==> src/rtl/m_receiver.sv <==
`timescale 1ns/1ps
// m_receiver: Manchester line receiver - preamble lock, SFD detect, LSB-first byte stream, frame status.
// Optional CRC-8 frame check (poly 0x07, residue must be zero) enabled by defining M_RECEIVER_CRC8_EN.
//
// state    | meaning
// ---------+------------------------------------------------------------------
// IDLE     | line quiet; first rising edge is taken as the mid-bit of a 1
// PREAMBLE | counting alternating bits; a 1,1 pair after enough of them is the SFD
// DATA     | shifting payload bits in, emitting bytes, closing on silence
// GAP      | after an abort or lost lock, wait 2*OVERSAMPLE edge-free cycles
module m_receiver #(
    parameter int OVERSAMPLE      = 8,
    parameter int PREAMBLE_MIN    = 16,
    parameter int MAX_FRAME_BYTES = 255
) (
    input  logic       i_clk,
    input  logic       i_rst_n,
    input  logic       i_rx,
    output logic [7:0] o_data,
    output logic       o_data_valid,
    output logic       o_frame_start,
    output logic       o_frame_end,
    output logic       o_frame_err,
    output logic [7:0] o_frames_count,
    output logic [7:0] o_status,
    output logic       o_busy
);
    localparam int CW  = $clog2(2 * OVERSAMPLE) + 1;
    localparam int BCW = $clog2(MAX_FRAME_BYTES + 2);

    localparam logic [CW-1:0]  T_VIOL    = CW'(OVERSAMPLE / 4);
    localparam logic [CW-1:0]  T_MID_LO  = CW'(3 * OVERSAMPLE / 4);
    localparam logic [CW-1:0]  T_MID_HI  = CW'(5 * OVERSAMPLE / 4);
    localparam logic [CW-1:0]  T_SIL     = CW'(3 * OVERSAMPLE / 2);
    localparam logic [CW-1:0]  T_GAP     = CW'(2 * OVERSAMPLE - 1);
    localparam logic [BCW-1:0] MAX_BYTES = BCW'(MAX_FRAME_BYTES);
    localparam logic [7:0]     PRE_MIN   = 8'(PREAMBLE_MIN);

    typedef enum logic [1:0] {
        S_IDLE     = 2'd0,
        S_PREAMBLE = 2'd1,
        S_DATA     = 2'd2,
        S_GAP      = 2'd3
    } state_t;

    state_t         state_q, state_d;
    logic           rx_meta_q, rx_sync_q, rx_prev_q;
    logic [CW-1:0]  cnt_q, cnt_d;
    logic [CW-1:0]  gap_q, gap_d;
    logic [7:0]     pre_cnt_q, pre_cnt_d;
    logic           last_bit_q, last_bit_d;
    logic           bnd_seen_q, bnd_seen_d;
    logic [7:0]     shift_q, shift_d;
    logic [2:0]     bit_cnt_q, bit_cnt_d;
    logic [BCW-1:0] byte_cnt_q, byte_cnt_d;
    logic [7:0]     data_q, data_d;
    logic           data_valid_q, data_valid_d;
    logic           frame_start_q, frame_start_d;
    logic           frame_end_q, frame_end_d;
    logic           frame_err_q, frame_err_d;
    logic [7:0]     frames_count_q, frames_count_d;
    logic [5:0]     status_q, status_d;

    logic       rx_edge, silence, mid_edge, bnd_edge, violation;
    logic [7:0] byte_w;

`ifdef M_RECEIVER_CRC8_EN
    logic [7:0] crc_q, crc_d;

    function automatic logic [7:0] crc8_step(input logic [7:0] crc, input logic [7:0] din);
        logic [7:0] c;
        c = crc ^ din;
        for (int k = 0; k < 8; k++) begin
            c = c[7] ? ({c[6:0], 1'b0} ^ 8'h07) : {c[6:0], 1'b0};
        end
        return c;
    endfunction
`endif

    // Edge classification relative to the last accepted mid-bit edge.
    always_comb begin
        rx_edge   = rx_sync_q ^ rx_prev_q;
        silence   = cnt_q >= T_SIL;
        mid_edge  = rx_edge && !silence && (cnt_q >= T_MID_LO) && (cnt_q <= T_MID_HI);
        bnd_edge  = rx_edge && !bnd_seen_q && (cnt_q >= T_VIOL) && (cnt_q < T_MID_LO);
        violation = rx_edge && !silence && !mid_edge && !bnd_edge;
        byte_w    = {rx_sync_q, shift_q[7:1]};
    end

    always_comb begin
        state_d        = state_q;
        cnt_d          = (cnt_q < T_SIL) ? cnt_q + 1'b1 : cnt_q;
        gap_d          = gap_q;
        pre_cnt_d      = pre_cnt_q;
        last_bit_d     = last_bit_q;
        bnd_seen_d     = bnd_seen_q;
        shift_d        = shift_q;
        bit_cnt_d      = bit_cnt_q;
        byte_cnt_d     = byte_cnt_q;
        data_d         = data_q;
        data_valid_d   = 1'b0;
        frame_start_d  = 1'b0;
        frame_end_d    = 1'b0;
        frame_err_d    = 1'b0;
        frames_count_d = frames_count_q;
        status_d       = status_q;
`ifdef M_RECEIVER_CRC8_EN
        crc_d          = crc_q;
`endif

        if (mid_edge) begin
            cnt_d      = '0;
            bnd_seen_d = 1'b0;
            last_bit_d = rx_sync_q;
        end
        if (bnd_edge) begin
            bnd_seen_d = 1'b1;
        end

        case (state_q)
            S_IDLE: begin
                cnt_d      = '0;
                bnd_seen_d = 1'b0;
                if (rx_edge && rx_sync_q) begin
                    state_d    = S_PREAMBLE;
                    pre_cnt_d  = 8'd1;
                    last_bit_d = 1'b1;
                end
            end
            S_PREAMBLE: begin
                if (silence || violation) begin
                    state_d = S_GAP;
                    gap_d   = T_GAP;
                end else if (mid_edge) begin
                    if (rx_sync_q != last_bit_q) begin
                        pre_cnt_d = (pre_cnt_q == 8'hFF) ? pre_cnt_q : pre_cnt_q + 8'd1;
                    end else if (rx_sync_q && (pre_cnt_q >= PRE_MIN)) begin
                        state_d       = S_DATA;
                        frame_start_d = 1'b1;
                        bit_cnt_d     = 3'd0;
                        byte_cnt_d    = '0;
                        shift_d       = 8'h00;
`ifdef M_RECEIVER_CRC8_EN
                        crc_d         = 8'h00;
`endif
                    end else begin
                        pre_cnt_d = 8'd1;
                    end
                end
            end
            S_DATA: begin
                if (silence) begin
                    state_d     = S_IDLE;
                    frame_end_d = 1'b1;
                    if (bit_cnt_q != 3'd0) begin
                        frame_err_d = 1'b1;
                        status_d[1] = 1'b1;
                    end else if (byte_cnt_q == '0) begin
                        frame_err_d = 1'b1;
                        status_d[2] = 1'b1;
`ifdef M_RECEIVER_CRC8_EN
                    end else if (crc_q != 8'h00) begin
                        frame_err_d = 1'b1;
                        status_d[5] = 1'b1;
`endif
                    end else begin
                        frames_count_d = frames_count_q + 8'd1;
                    end
                end else if (violation) begin
                    state_d     = S_GAP;
                    gap_d       = T_GAP;
                    frame_end_d = 1'b1;
                    frame_err_d = 1'b1;
                    status_d[3] = 1'b1;
                end else if (mid_edge) begin
                    shift_d   = byte_w;
                    bit_cnt_d = bit_cnt_q + 3'd1;
                    if (bit_cnt_q == 3'd7) begin
                        // The byte that would exceed the limit aborts the frame and is dropped.
                        if (byte_cnt_q == MAX_BYTES) begin
                            state_d     = S_GAP;
                            gap_d       = T_GAP;
                            frame_end_d = 1'b1;
                            frame_err_d = 1'b1;
                            status_d[4] = 1'b1;
                        end else begin
                            data_d       = byte_w;
                            data_valid_d = 1'b1;
                            byte_cnt_d   = byte_cnt_q + 1'b1;
`ifdef M_RECEIVER_CRC8_EN
                            crc_d        = crc8_step(crc_q, byte_w);
`endif
                        end
                    end
                end
            end
            S_GAP: begin
                if (rx_edge) begin
                    gap_d = T_GAP;
                end else if (gap_q == '0) begin
                    state_d = S_IDLE;
                end else begin
                    gap_d = gap_q - 1'b1;
                end
            end
            default: begin
                state_d     = S_IDLE;
                status_d[0] = 1'b1;
            end
        endcase
    end

    always_ff @(posedge i_clk or negedge i_rst_n) begin
        if (!i_rst_n) begin
            state_q        <= S_IDLE;
            rx_meta_q      <= 1'b0;
            rx_sync_q      <= 1'b0;
            rx_prev_q      <= 1'b0;
            cnt_q          <= '0;
            gap_q          <= '0;
            pre_cnt_q      <= 8'd0;
            last_bit_q     <= 1'b0;
            bnd_seen_q     <= 1'b0;
            shift_q        <= 8'h00;
            bit_cnt_q      <= 3'd0;
            byte_cnt_q     <= '0;
            data_q         <= 8'h00;
            data_valid_q   <= 1'b0;
            frame_start_q  <= 1'b0;
            frame_end_q    <= 1'b0;
            frame_err_q    <= 1'b0;
            frames_count_q <= 8'd0;
            status_q       <= 6'd0;
`ifdef M_RECEIVER_CRC8_EN
            crc_q          <= 8'h00;
`endif
        end else begin
            state_q        <= state_d;
            rx_meta_q      <= i_rx;
            rx_sync_q      <= rx_meta_q;
            rx_prev_q      <= rx_sync_q;
            cnt_q          <= cnt_d;
            gap_q          <= gap_d;
            pre_cnt_q      <= pre_cnt_d;
            last_bit_q     <= last_bit_d;
            bnd_seen_q     <= bnd_seen_d;
            shift_q        <= shift_d;
            bit_cnt_q      <= bit_cnt_d;
            byte_cnt_q     <= byte_cnt_d;
            data_q         <= data_d;
            data_valid_q   <= data_valid_d;
            frame_start_q  <= frame_start_d;
            frame_end_q    <= frame_end_d;
            frame_err_q    <= frame_err_d;
            frames_count_q <= frames_count_d;
            status_q       <= status_d;
`ifdef M_RECEIVER_CRC8_EN
            crc_q          <= crc_d;
`endif
        end
    end

    assign o_data         = data_q;
    assign o_data_valid   = data_valid_q;
    assign o_frame_start  = frame_start_q;
    assign o_frame_end    = frame_end_q;
    assign o_frame_err    = frame_err_q;
    assign o_frames_count = frames_count_q;
    assign o_status       = {1'b0, state_q == S_DATA, status_q};
    assign o_busy         = state_q != S_IDLE;

endmodule

==> config.mk <==
export PLATFORM = sky130hd
export DESIGN_NAME = m_receiver
export DESIGN_NICKNAME = d
export VERILOG_FILES = /design/src/rtl/m_receiver.sv
export SDC_FILE = /design/constraint.sdc
export NUM_CORES = 1
export LEC_CHECK = 0
export CAP_MARGIN = 5
export CORE_ASPECT_RATIO = 0.5
export CORE_MARGIN = 2
export CORE_UTILIZATION = 40
export CTS_BUF_LIST = sky130_fd_sc_hd__clkbuf_8 sky130_fd_sc_hd__clkbuf_16
export CTS_CLUSTER_SIZE = 40
export DETAILED_ROUTE_END_ITERATION = 10
export PLACE_DENSITY = 0.58
export SKIP_LAST_GASP = 1
export SLEW_MARGIN = 20
export SYNTH_ARGS = -nofsm -noshare
export SYNTH_HDL_FRONTEND = slang
export SYNTH_SLANG_ARGS = --single-unit
export TNS_END_PERCENT = 20
==> constraint.sdc <==
create_clock -name i_clk -period 4.8 [get_ports i_clk]
set_input_delay 0.96 -clock i_clk [delete_from_list [all_inputs] [get_ports i_clk]]
set_output_delay 0.96 -clock i_clk [all_outputs]
set_load 0.005 [all_outputs]
==> results of run 1 <==
==> kinds of logic after synthesis <==
kind of cell / Yosys count / share of synthesized area
AO/OA/AOI/OAI: 60 / 0.135
XOR/XNOR: 16 / 0.0422
adder cells (fa/ha/maj): 15 / 0.0562
buffers and inverters: 32 / 0.0437
flip-flops: 68 / 0.513
multiplexers: 2 / 0.00678
other: 1 / 0.00113
AND/OR/NAND/NOR: 145 / 0.202
==> through the flow <==
stage          worst slack, ns  total power, mW
6_report                  1.79             1.84
3_5_place_dp              2.00             1.19
3_3_place_gp              2.11             1.18
5_1_grt                   1.66             1.96
2_1_floorplan             2.63             1.08
4_1_cts                   1.80             1.86
==> worst paths after layout <==
kind / from / to
min: rx_meta_q$_DFF_PN0_ / rx_sync_q$_DFF_PN0_
max in group asynchronous: i_rst_n / pre_cnt_q[1]$_DFFE_PN0P_
min reg2reg: rx_meta_q$_DFF_PN0_ / rx_sync_q$_DFF_PN0_
max: state_q[0]$_DFFE_PN0P_ / o_status[6]
max reg2reg: rx_sync_q$_DFF_PN0_ / byte_cnt_q[4]$_DFFE_PN0P_
min in group asynchronous: i_rst_n / o_data[3]$_DFFE_PN0P_
==> report_power, final <==
part / internal [mW] / leakage [nW] / switching [mW] / total [mW]
registers: 0.644 / 0.899 / 0.0963 / 0.740
logic: 0.195 / 0.825 / 0.245 / 0.440
clock network: 0.426 / 0.153 / 0.231 / 0.657
==> registers in the layout, summed over array words and instances (netlist names), 2 cells and up <==
register	flops
byte_cnt_q	9
o_data	8
o_frames_count	8
pre_cnt_q	8
shift_q	7
cnt_q	5
gap_q	5
status_q	4
bit_cnt_q	3
state_q	2
==> cells in the final DEF, fill, tap and decap left out, types with 3 or more instances in the layout <==
cell,Yosys,routed
sky130_fd_sc_hd__nor3_1,6,6
sky130_fd_sc_hd__nor4_1,3,3
sky130_fd_sc_hd__xor2_1,6,6
sky130_fd_sc_hd__and3_1,10,10
sky130_fd_sc_hd__xnor2_1,10,10
sky130_fd_sc_hd__a21oi_1,7,7
sky130_fd_sc_hd__inv_1,19,20
sky130_fd_sc_hd__nand2b_1,4,4
sky130_fd_sc_hd__a31oi_1,3,3
sky130_fd_sc_hd__conb_1,1,3
sky130_fd_sc_hd__nor2_1,37,37
sky130_fd_sc_hd__a22o_1,9,9
sky130_fd_sc_hd__dfrtp_1,68,68
sky130_fd_sc_hd__clkbuf_16,0,9
sky130_fd_sc_hd__clkdlybuf4s50_1,0,27
sky130_fd_sc_hd__o31ai_1,7,7
sky130_fd_sc_hd__nand2_1,54,54
sky130_fd_sc_hd__o21ai_0,13,13
sky130_fd_sc_hd__nand4_1,6,6
sky130_fd_sc_hd__nand3_1,16,16
sky130_fd_sc_hd__ha_1,14,14
==> routing by layer <==
layer  GRT usage  vias to the layer above  wire length [um]
met5           0                        -                 0
met1       0.236                     1210              3590
li1            -                     1224                 -
met4      0.0605                        0                58
met2       0.258                       43              3070
met3      0.0519                        6               222
==> cell type report <==
type,count,area share
sequential,68,0.427
multi-input combinational,241,0.371
timing repair buffer,29,0.0709
clock buffer,11,0.0634
tap,112,0.0351
inverter,21,0.0198
clock inverter,5,0.0129
==> results.txt, run 1 <==
The run finished with clean final reports. The leakage component of the power came out at 1.88 nW. The number of stages on the worst setup path is 4. Among all stages on the critical path, the largest delay is contributed by sky130_fd_sc_hd__clkdlybuf4s50_1. Yosys attributes the largest share of cell area to sky130_fd_sc_hd__dfrtp_1 51%, sky130_fd_sc_hd__nand2_1 6.1%, sky130_fd_sc_hd__ha_1 5.3%, sky130_fd_sc_hd__nor2_1 4.2%, sky130_fd_sc_hd__xnor2_1 2.6%. The max-cap check violation count came out at 0.

The final routed wirelength across all metal layers is 6950 um. The number of synthesis warnings is 0. For this run, the leading register cell type out of synthesis is sky130_fd_sc_hd__dfrtp_1. The number of antenna repair diodes is 0. The signal on the critical path passes through inv_1 -> nand2_1 -> clkinv_1 -> clkdlybuf4s50_1. With fillers left out, the area of the finished cells amounts to 3990 um2.

The ratio of cells with drive above 1 in the final layout is 0.0827. The hold buffer count at CTS is 0. For this run, asynchronously set or reset flops after synthesis account for 1.00.

The via count of the first global-routing pass came out at 2349. The worst setup slack for register-to-register paths is 1.97 ns. The synthesis-stage register bit count came out at 68. The effective utilization at floorplan came out at 0.413. Derived from the worst setup path, the maximum achievable clock frequency is 332 MHz. The count of buffer and inverter cells on the critical path came out at 3.

The TritonCTS buffer count came out at 9. The vertical die dimension is 68.4 um. In this design, the stage delay of the slowest critical-path cell is 0.54 ns. A synthesized cell averages 9.79 um2. The power density over the cells is 461 nW/um2.

The worst endpoint data arrival time came out at 2.05 ns. The number of flops mapped to enable cells by yosys came out at 0. STA classifies the critical path endpoint as a primary output.

The multi-input combinational cell area is 1480 um2. The slew at the pin with the worst max-slew slack is 0.885 ns. The count of standard-cell rows is 23. The number of library cell types mapped by synthesis is 53. The final route contains 2483 vias. The count of buffers added on input and output ports is 28.

The total DRC errors in the routed layout is 0. The first global-routing pass estimated 11800 um of wire. The final hold violation count is 0. For this run, the total global-route usage over all layers was measured as 0.171. Entering global routing, the biggest net connects 36 pins. The number of antenna violations at the first check in global routing is 0. The number of cells on the worst hold path is 0. In this run the deepest clock path goes through 2 buffers. Summing all flip-flop and latch instances after layout gives 1700 um2. For the worst setup path, the data required time is 3.84 ns. The category of the worst setup path launch point is a flop. In this run the number of H-tree levels came out at 3. The residual antenna-violating net count after detailed routing came out at 0.

Clock-pin slew was measured on the worst setup and hold paths at 0.05 ns. The peak supply drop is 0.237 mV. The routed wirelength normalized by instance count came out at 14.3 um. The core area came out at 8030 um2. The min-delay analysis places its worst path in the category flop to flop. The post-route worst hold slack came out at 0.364 ns. The final non-filler cell total is 487. Counting every instance in the synthesized netlist gives 339.

Relative to the synthesized area, the layout overhead comes to 20.1%. Of all cell types, the one taking the most synthesized area is sky130_fd_sc_hd__dfrtp_1. The critical path in this run is classified as flop to primary output. The setup TNS came out at 0 ns. The die covers 9090 um2. The relative max-transition margin came out at 0.408. In the post-synthesis netlist, the cell with the most instances is sky130_fd_sc_hd__dfrtp_1.

The post-cts gate resize count came out at 0. For this run, the register share of the synthesized area comes to 0.513. In this run the horizontal extent of the chip is 133 um. On the final layout, the worst clock skew is 0.00523 ns.

The number of cells in the design after placement is 471. The setup fix buffers added after clock tree synthesis is 0. Counting every sink on the clock net gives 68. The synthesized area is 3320 um2. The time the worst path needs with I/O delays and setup is 3.01 ns. The root buffer cell chosen for the clock tree is sky130_fd_sc_hd__clkbuf_16. Setup repair after global routing left no endpoint under its margin. The filler cells instantiated in the layout total 723. The CTS tree is built. The final layout contains 387 nets.

Of all nets on the critical path, the largest fanout is 9. The remaining global-route overflow came out at 0. In this run, the number of DRC markers left after iteration 0 of detailed routing was 229. The final weighted congestion in routability-driven placement came out at 0.817.

Dividing the detail-routed via count by the number of cells gives 5.10. The final number of max-transition violations is 0. The pre-antenna-repair detailed-routing pass consisted of 4 iterations.

The depth of the worst register-to-register path came out at 7. The share of the core filled with cells in the final layout is 0.497. In this run the count of I/O pins placed on the die edge is 32. Grouping stages by cell kind, the critical path spends the most delay in buffers and inverters. The final HPWL from detailed placement is 4920 um. The area share of the largest cell type after synthesis is 0.513. The placed instances occupy a cell area of 3680 um2. The clock reaches the later pin of the worst-skew pair after 0.33 ns. The final number of setup-violating endpoints came out at 0.

After synthesis, the most frequently instantiated cells are 68 x sky130_fd_sc_hd__dfrtp_1, 54 x sky130_fd_sc_hd__nand2_1, 37 x sky130_fd_sc_hd__nor2_1. The share of the clock period used by the worst path after layout came out at 0.627.
(Power assumes the default switching activity.)
==> inputs of run 2 (changes only) <==
Clock period 4.8 ns to 3.01 ns, I/O delays scaled along.
==> run 2 against run 1 <==
Global-route usage decreased by 0.47 points. Total power grew 60%. Largest power group unchanged. Sequential share of layout area down 0.20 points. Utilization grew 0.23 points. Clock skew up 0.0036 ns. Die area is the same.
==> results.txt, run 2 (synthesized netlist as in run 1, its figures left out) <==
The flow ran to the end, and the final reports show no timing, DRC or antenna violations. The end point of the critical path is o_status[6]. The launch instance of the worst register-to-register path is rx_sync_q$_DFF_PN0_.

The worst endpoint required time came out at 2.41 ns. Setup slack on the critical path of the routed design comes to 0.448 ns. The worst setup slack for register-to-register paths came out at 0.57 ns. The critical path capture point type is a primary output. The share of total power dissipated in combinational logic is 0.246. The number of antenna violations at the first check in global routing came out at 0. Leaving out fill and tap cells, the most frequent cell in the layout is sky130_fd_sc_hd__dfrtp_1. The final hold violation count is 0. Setup violations remaining at the end of the flow were counted as 0.

The share of the clock period used by the worst path after layout is 0.851. The detailed router finished its first iteration with 169 violations. The flip-flop count of the largest register, all copies and words added came out at 9. The switching portion of total power came out at 0.320.

In this run the clock root is driven by a sky130_fd_sc_hd__clkbuf_16. The time the worst path needs with I/O delays and setup is 2.56 ns. The final number of max-transition violations is 0. The setup fix buffers added after clock tree synthesis came out at 0. Of all nets on the critical path, the largest fanout is 8.

The core region is 8030 um2. The relative max-transition margin is 0.437. The tool flagged a number of max-cap violations equal to 0. The depth of the worst register-to-register path came out at 7.

The effective utilization at floorplan came out at 0.413. The post-cts gate resize count is 0. The peak supply drop is 0.311 mV. Clock latency on the worst-skew pair, taken at its later pin, is 0.33 ns. The hold buffer count at CTS is 0. Setup repair after global routing left no endpoint under its margin.

The worst endpoint data arrival time is 1.96 ns. The number of iterations in the first detailed-routing pass is 4. The global-route wire length before repair came out at 11600 um. The floorplan die area is 9090 um2. The number of top-level design ports is 32. The register share of total power is 0.402.

The via count of the first global-routing pass is 2473. The setup TNS came out at 0 ns. The worst register-to-register path ends at shift_q[1]$_DFFE_PN0P_. The number of levels in the clock H-tree is 3. The post-layout net count is 389. The residual antenna-violating net count after detailed routing came out at 0. The overall routing resource usage came out at 0.167. The remaining global-route overflow came out at 0. The floorplan has 23 rows. The clock-pin slew reported for the worst setup and hold paths after clock tree synthesis is 0.05 ns. The routed via count is 2549. In the final layout, the multi-input gates occupy 1480 um2. Timing would allow up to 390 MHz. The largest register by flop count is byte_cnt_q. The vertical die dimension came out at 68.4 um. Input and output buffers added on the ports amount to 28. Entering global routing, the biggest net connects 57 pins.

The post-placement worst setup slack came out at 0.607 ns. The maximum clock path buffer count is 2. The power density over the cells came out at 736 nW/um2. The final HPWL from detailed placement is 4920 um.

The worst setup path is launched from a flop. The final weighted congestion in routability-driven placement is 0.886. The via-per-instance ratio is 5.21.

The die is 133 um wide. The register area is 1700 um2. The setup skew after layout came out at 0.00884 ns.

For this design the total switching power over the nets is 0.944 mW. The library cells used most frequently in the layout, excluding fill and tap cells, are 68 x sky130_fd_sc_hd__dfrtp_1, 54 x sky130_fd_sc_hd__nand2_1, 37 x sky130_fd_sc_hd__nor2_1, 27 x sky130_fd_sc_hd__clkdlybuf4s50_1, 21 x sky130_fd_sc_hd__inv_1. The critical path starts at state_q[0]$_DFFE_PN0P_.

The routed wirelength normalized by instance count is 14.3 um. The ratio of cells with drive above 1 in the final layout came out at 0.0849. The number of antenna diodes in the final layout is 0. The clock sink count is 68. The slew at the pin with the worst max-slew slack came out at 0.823 ns. In this run the static leakage power is 1.89 nW. The critical path in this run is classified as flop to primary output. The part of the power in the clock network came out at 0.352. After filler insertion, the fill cell instance count of the layout stands at 750. The internal power consumption is 2.00 mW. The TritonCTS buffer count came out at 9.

The total DRC errors in the routed layout came out at 0. In this run the worst hold path is classified as input port to async pin. The CTS tree is built.

The layout-stage area growth over the synthesis result is 20.7%. The final routed wirelength across all metal layers came out at 6980 um.
run 2: power groups by stage:
stage,clock network [mW],registers [mW],logic (mW)
2_1_floorplan,0,1.11,0.609
3_3_place_gp,0,1.19,0.707
3_5_place_dp,0,1.20,0.728
4_1_cts,1.07,1.18,0.731
5_1_grt,1.09,1.21,0.815
6_report,1.04,1.18,0.725
run 2: routing by layer:
layer,routed length [um],GRT usage,up-vias,part of all wire
met4,104,0.0685,0,0.015
met1,3420,0.209,1257,0.49
met2,3170,0.280,51,0.45
met5,0,0,-,0
li1,-,-,1230,-
met3,278,0.0467,11,0.040
run 2: worst min path at each step:
stage,start,to,slack [ns],cells past startpoint
after floorplan,i_rst_n,bit_cnt_q[0]$_DFFE_PN0P_,0.31,0
after global placement,rx_meta_q$_DFF_PN0_,rx_sync_q$_DFF_PN0_,0.34,0
after detailed placement,rx_meta_q$_DFF_PN0_,rx_sync_q$_DFF_PN0_,0.34,0
after CTS,i_rst_n,o_data[3]$_DFFE_PN0P_,0.16,1
after global routing,i_rst_n,o_data[3]$_DFFE_PN0P_,0.16,1
final,i_rst_n,o_data[3]$_DFFE_PN0P_,0.16,1
run 2: layout make-up:
type                       instances  area share
clock buffer                      10      0.0597
inverter                          21      0.0197
multi-input combinational        241       0.369
sequential                        68       0.425
timing repair buffer              31      0.0775
tap                              112      0.0350
clock inverter                     6      0.0141
run 2: worst max-delay path, stage by stage (launching register included):
cell	delay, ns
sky130_fd_sc_hd__dfrtp_1	0.47
sky130_fd_sc_hd__inv_1	0.17
sky130_fd_sc_hd__nand2_1	0.25
sky130_fd_sc_hd__clkinv_1	0.24
sky130_fd_sc_hd__clkdlybuf4s50_1	0.50
run 2: metrics by stage:
step	hold slack [ns]	cells	total power [mW]	cell area, um2	utilization
after floorplan	0.306	341	1.72	3330	-
after global placement	0.342	473	1.90	3710	0.462
after detailed placement	0.336	473	1.93	3710	0.462
after CTS	0.158	489	2.98	4010	0.499
after global routing	0.165	489	3.11	4010	0.499
final	0.156	489	2.95	4010	0.499
==> inputs of run 3 (changes only) <==
Settings changed: RECOVER_POWER set to 100.
==> run 3 against run 2 <==
Maximum frequency down 3.6%. Hold slack better by 0.12 ns. Largest power group unchanged. Non-clock buffer count unchanged. Design area down 1.1%. First-iteration DRC count down 5.3%. Critical endpoint unchanged. Register-to-register slack worse by 0.14 ns. Total power down 1.8%. Wire length about the same.
==> results.txt, run 3 (synthesized netlist as in run 1, its figures left out) <==
The via-per-instance ratio came out at 5.24. The share of the clock period used by the worst path after layout is 0.883. The critical path in this run is classified as flop to primary output. The delay contributed by the slowest stage of the critical path is 0.63 ns. The final number of setup-violating endpoints came out at 0.

The number of port buffers is 28. The final routed wirelength across all metal layers is 6980 um. The peak supply drop is 0.300 mV. For this run, design rule violations remaining after detail routing come to 0. The number of antenna diodes in the final layout is 0. The post-cts gate resize count came out at 0. The hold buffer count at CTS came out at 0. The remaining global-route overflow is 0. The leakage component of the power came out at 1.95 nW. The critical path capture point type is a primary output. The number of levels in the clock H-tree is 3. Counting cells, the worst reg-to-reg path comes to 7. The slowest stage of the critical path belongs to the cell sky130_fd_sc_hd__dlygate4sd3_1. The least setup slack across all paths after layout is 0.352 ns. Leaving out fill and tap cells, the most frequent cell in the layout is sky130_fd_sc_hd__dfrtp_1. The setup TNS came out at 0 ns.

The worst endpoint data arrival time is 2.06 ns. Compared with the post-synthesis result, the final layout area differs by 19.3%. Walking the worst path, the cells encountered are inv_1 -> nand2_1 -> clkinv_1 -> dlygate4sd3_1. The number of antenna violations at the first check in global routing came out at 0. In this run the worst hold path is classified as input port to async pin. The maximum clock path buffer count came out at 2. The residual antenna-violating net count after detailed routing came out at 0. The ratio of cells with drive above 1 in the final layout came out at 0.0663. The count of buffer and inverter cells on the critical path is 3. The category of the worst setup path launch point is a flop.

Measured along the y axis, the die boundary spans 68.4 um. The slew at the pin with the worst max-slew slack is 1.39 ns. The tool flagged a number of max-cap violations equal to 0. The count of standard-cell rows came out at 23. The flow ran to the end, and the final reports show no timing, DRC or antenna violations. The clock network latency to the later pin of the worst-skew pair is 0.33 ns.

Counting buffers and inverters, the worst setup path is 4 cells deep. The time the worst path needs with I/O delays and setup is 2.66 ns. In this design, the largest share of critical-path delay is due to buffers and inverters. Setup repair after global routing left no endpoint under its margin. Measured along the x axis, the die boundary spans 133 um. Entering global routing, the biggest net connects 57 pins. The floorplan die area is 9090 um2. The initial utilization of the core area, before any placement, comes to 0.413.

The final HPWL from detailed placement is 4920 um. The violation count after the first detailed-route iteration came out at 160. The final hold violation count is 0.

The post-placement worst setup slack is 0.607 ns. The cell sitting at the root of the clock tree is a sky130_fd_sc_hd__clkbuf_16. The routed via count is 2561. The CTS tree is built. The core area is 8030 um2. The via count of the first global-routing pass is 2473. In the layout the commonest cells are 68 x sky130_fd_sc_hd__dfrtp_1, 54 x sky130_fd_sc_hd__nand2_1, 37 x sky130_fd_sc_hd__nor2_1, 27 x sky130_fd_sc_hd__dlygate4sd3_1, 22 x sky130_fd_sc_hd__inv_1. The power density over the cells is 731 nW/um2. The number of top-level design ports came out at 32. The number of filler cells placed in the layout is 761.

The flip-flop count of the largest register, all copies and words added is 9. The upper clock frequency limit came out at 376 MHz. The relative max-transition margin came out at 0.0746. Dividing the detail-routed wire length by the instance count gives 14.3 um. The final number of max-transition violations was 0. The largest register by flop count is byte_cnt_q. Before antenna repair, the detailed router went through 4 iterations. The post-layout net count came out at 389. The setup fix buffers added after clock tree synthesis is 0. The first global-routing pass estimated 11600 um of wire. The overall routing resource usage is 0.167. The clock-pin slew reported for the worst setup and hold paths after clock tree synthesis came out at 0.05 ns. The peak fanout along the critical path is 8.

The congestion estimate from routability-driven global placement came to 0.886. The setup skew after layout came out at 0.00811 ns. The TritonCTS buffer count came out at 9. The worst endpoint required time came out at 2.41 ns. The tree built by TritonCTS fans out to 68 sinks.
[run 3: report_power, final]
group	total, mW	internal [mW]	switching [mW]	leakage (nW)
Combinational	0.676	0.286	0.390	0.900
Sequential	1.18	1.03	0.155	0.899
Clock	1.04	0.655	0.380	0.155
Total	2.89	1.97	0.926	1.95
[run 3: final timing paths]
check | startpoint | endpoint | slack [ns]
setup / recovery | state_q[0]$_DFFE_PN0P_ | o_status[6] | 0.35
hold / removal | i_rst_n | o_data[3]$_DFFE_PN0P_ | 0.28
setup reg to reg | rx_sync_q$_DFF_PN0_ | shift_q[1]$_DFFE_PN0P_ | 0.43
hold reg to reg | rx_meta_q$_DFF_PN0_ | rx_sync_q$_DFF_PN0_ | 0.34
max in group asynchronous | i_rst_n | o_frame_start$_DFF_PN0_ | 0.95
min in group i_clk | rx_meta_q$_DFF_PN0_ | rx_sync_q$_DFF_PN0_ | 0.34
[run 3: area by class of cell]
type | count | area (um2) | share of cell area
sequential | 68 | 1700 | 0.430
multi-input combinational | 241 | 1460 | 0.367
timing repair buffer | 31 | 290 | 0.0733
clock buffer | 10 | 239 | 0.0603
tap | 112 | 140 | 0.0354
inverter | 21 | 78.8 | 0.0199
clock inverter | 6 | 56.3 | 0.0142
[run 3: per-stage QoR]
| step | util | area, um2 | std cells | hold WS (ns) | power [mW] |
|---|---|---|---|---|---|
| global placement | 0.462 | 3710 | 473 | 0.342 | 1.90 |
| floorplan | - | 3330 | 341 | 0.306 | 1.72 |
| finish | 0.493 | 3960 | 489 | 0.276 | 2.89 |
| detailed placement | 0.462 | 3710 | 473 | 0.336 | 1.93 |
| global route | 0.493 | 3960 | 489 | 0.315 | 3.06 |
| CTS | 0.499 | 4010 | 489 | 0.158 | 2.98 |
[run 3: routing by layer]
layer | up-vias | part of all wire | global-route usage
met5 | - | 0 | 0
met4 | 0 | 0.012 | 0.0685
met3 | 9 | 0.038 | 0.0467
met2 | 49 | 0.45 | 0.280
met1 | 1273 | 0.50 | 0.209
li1 | 1230 | - | -
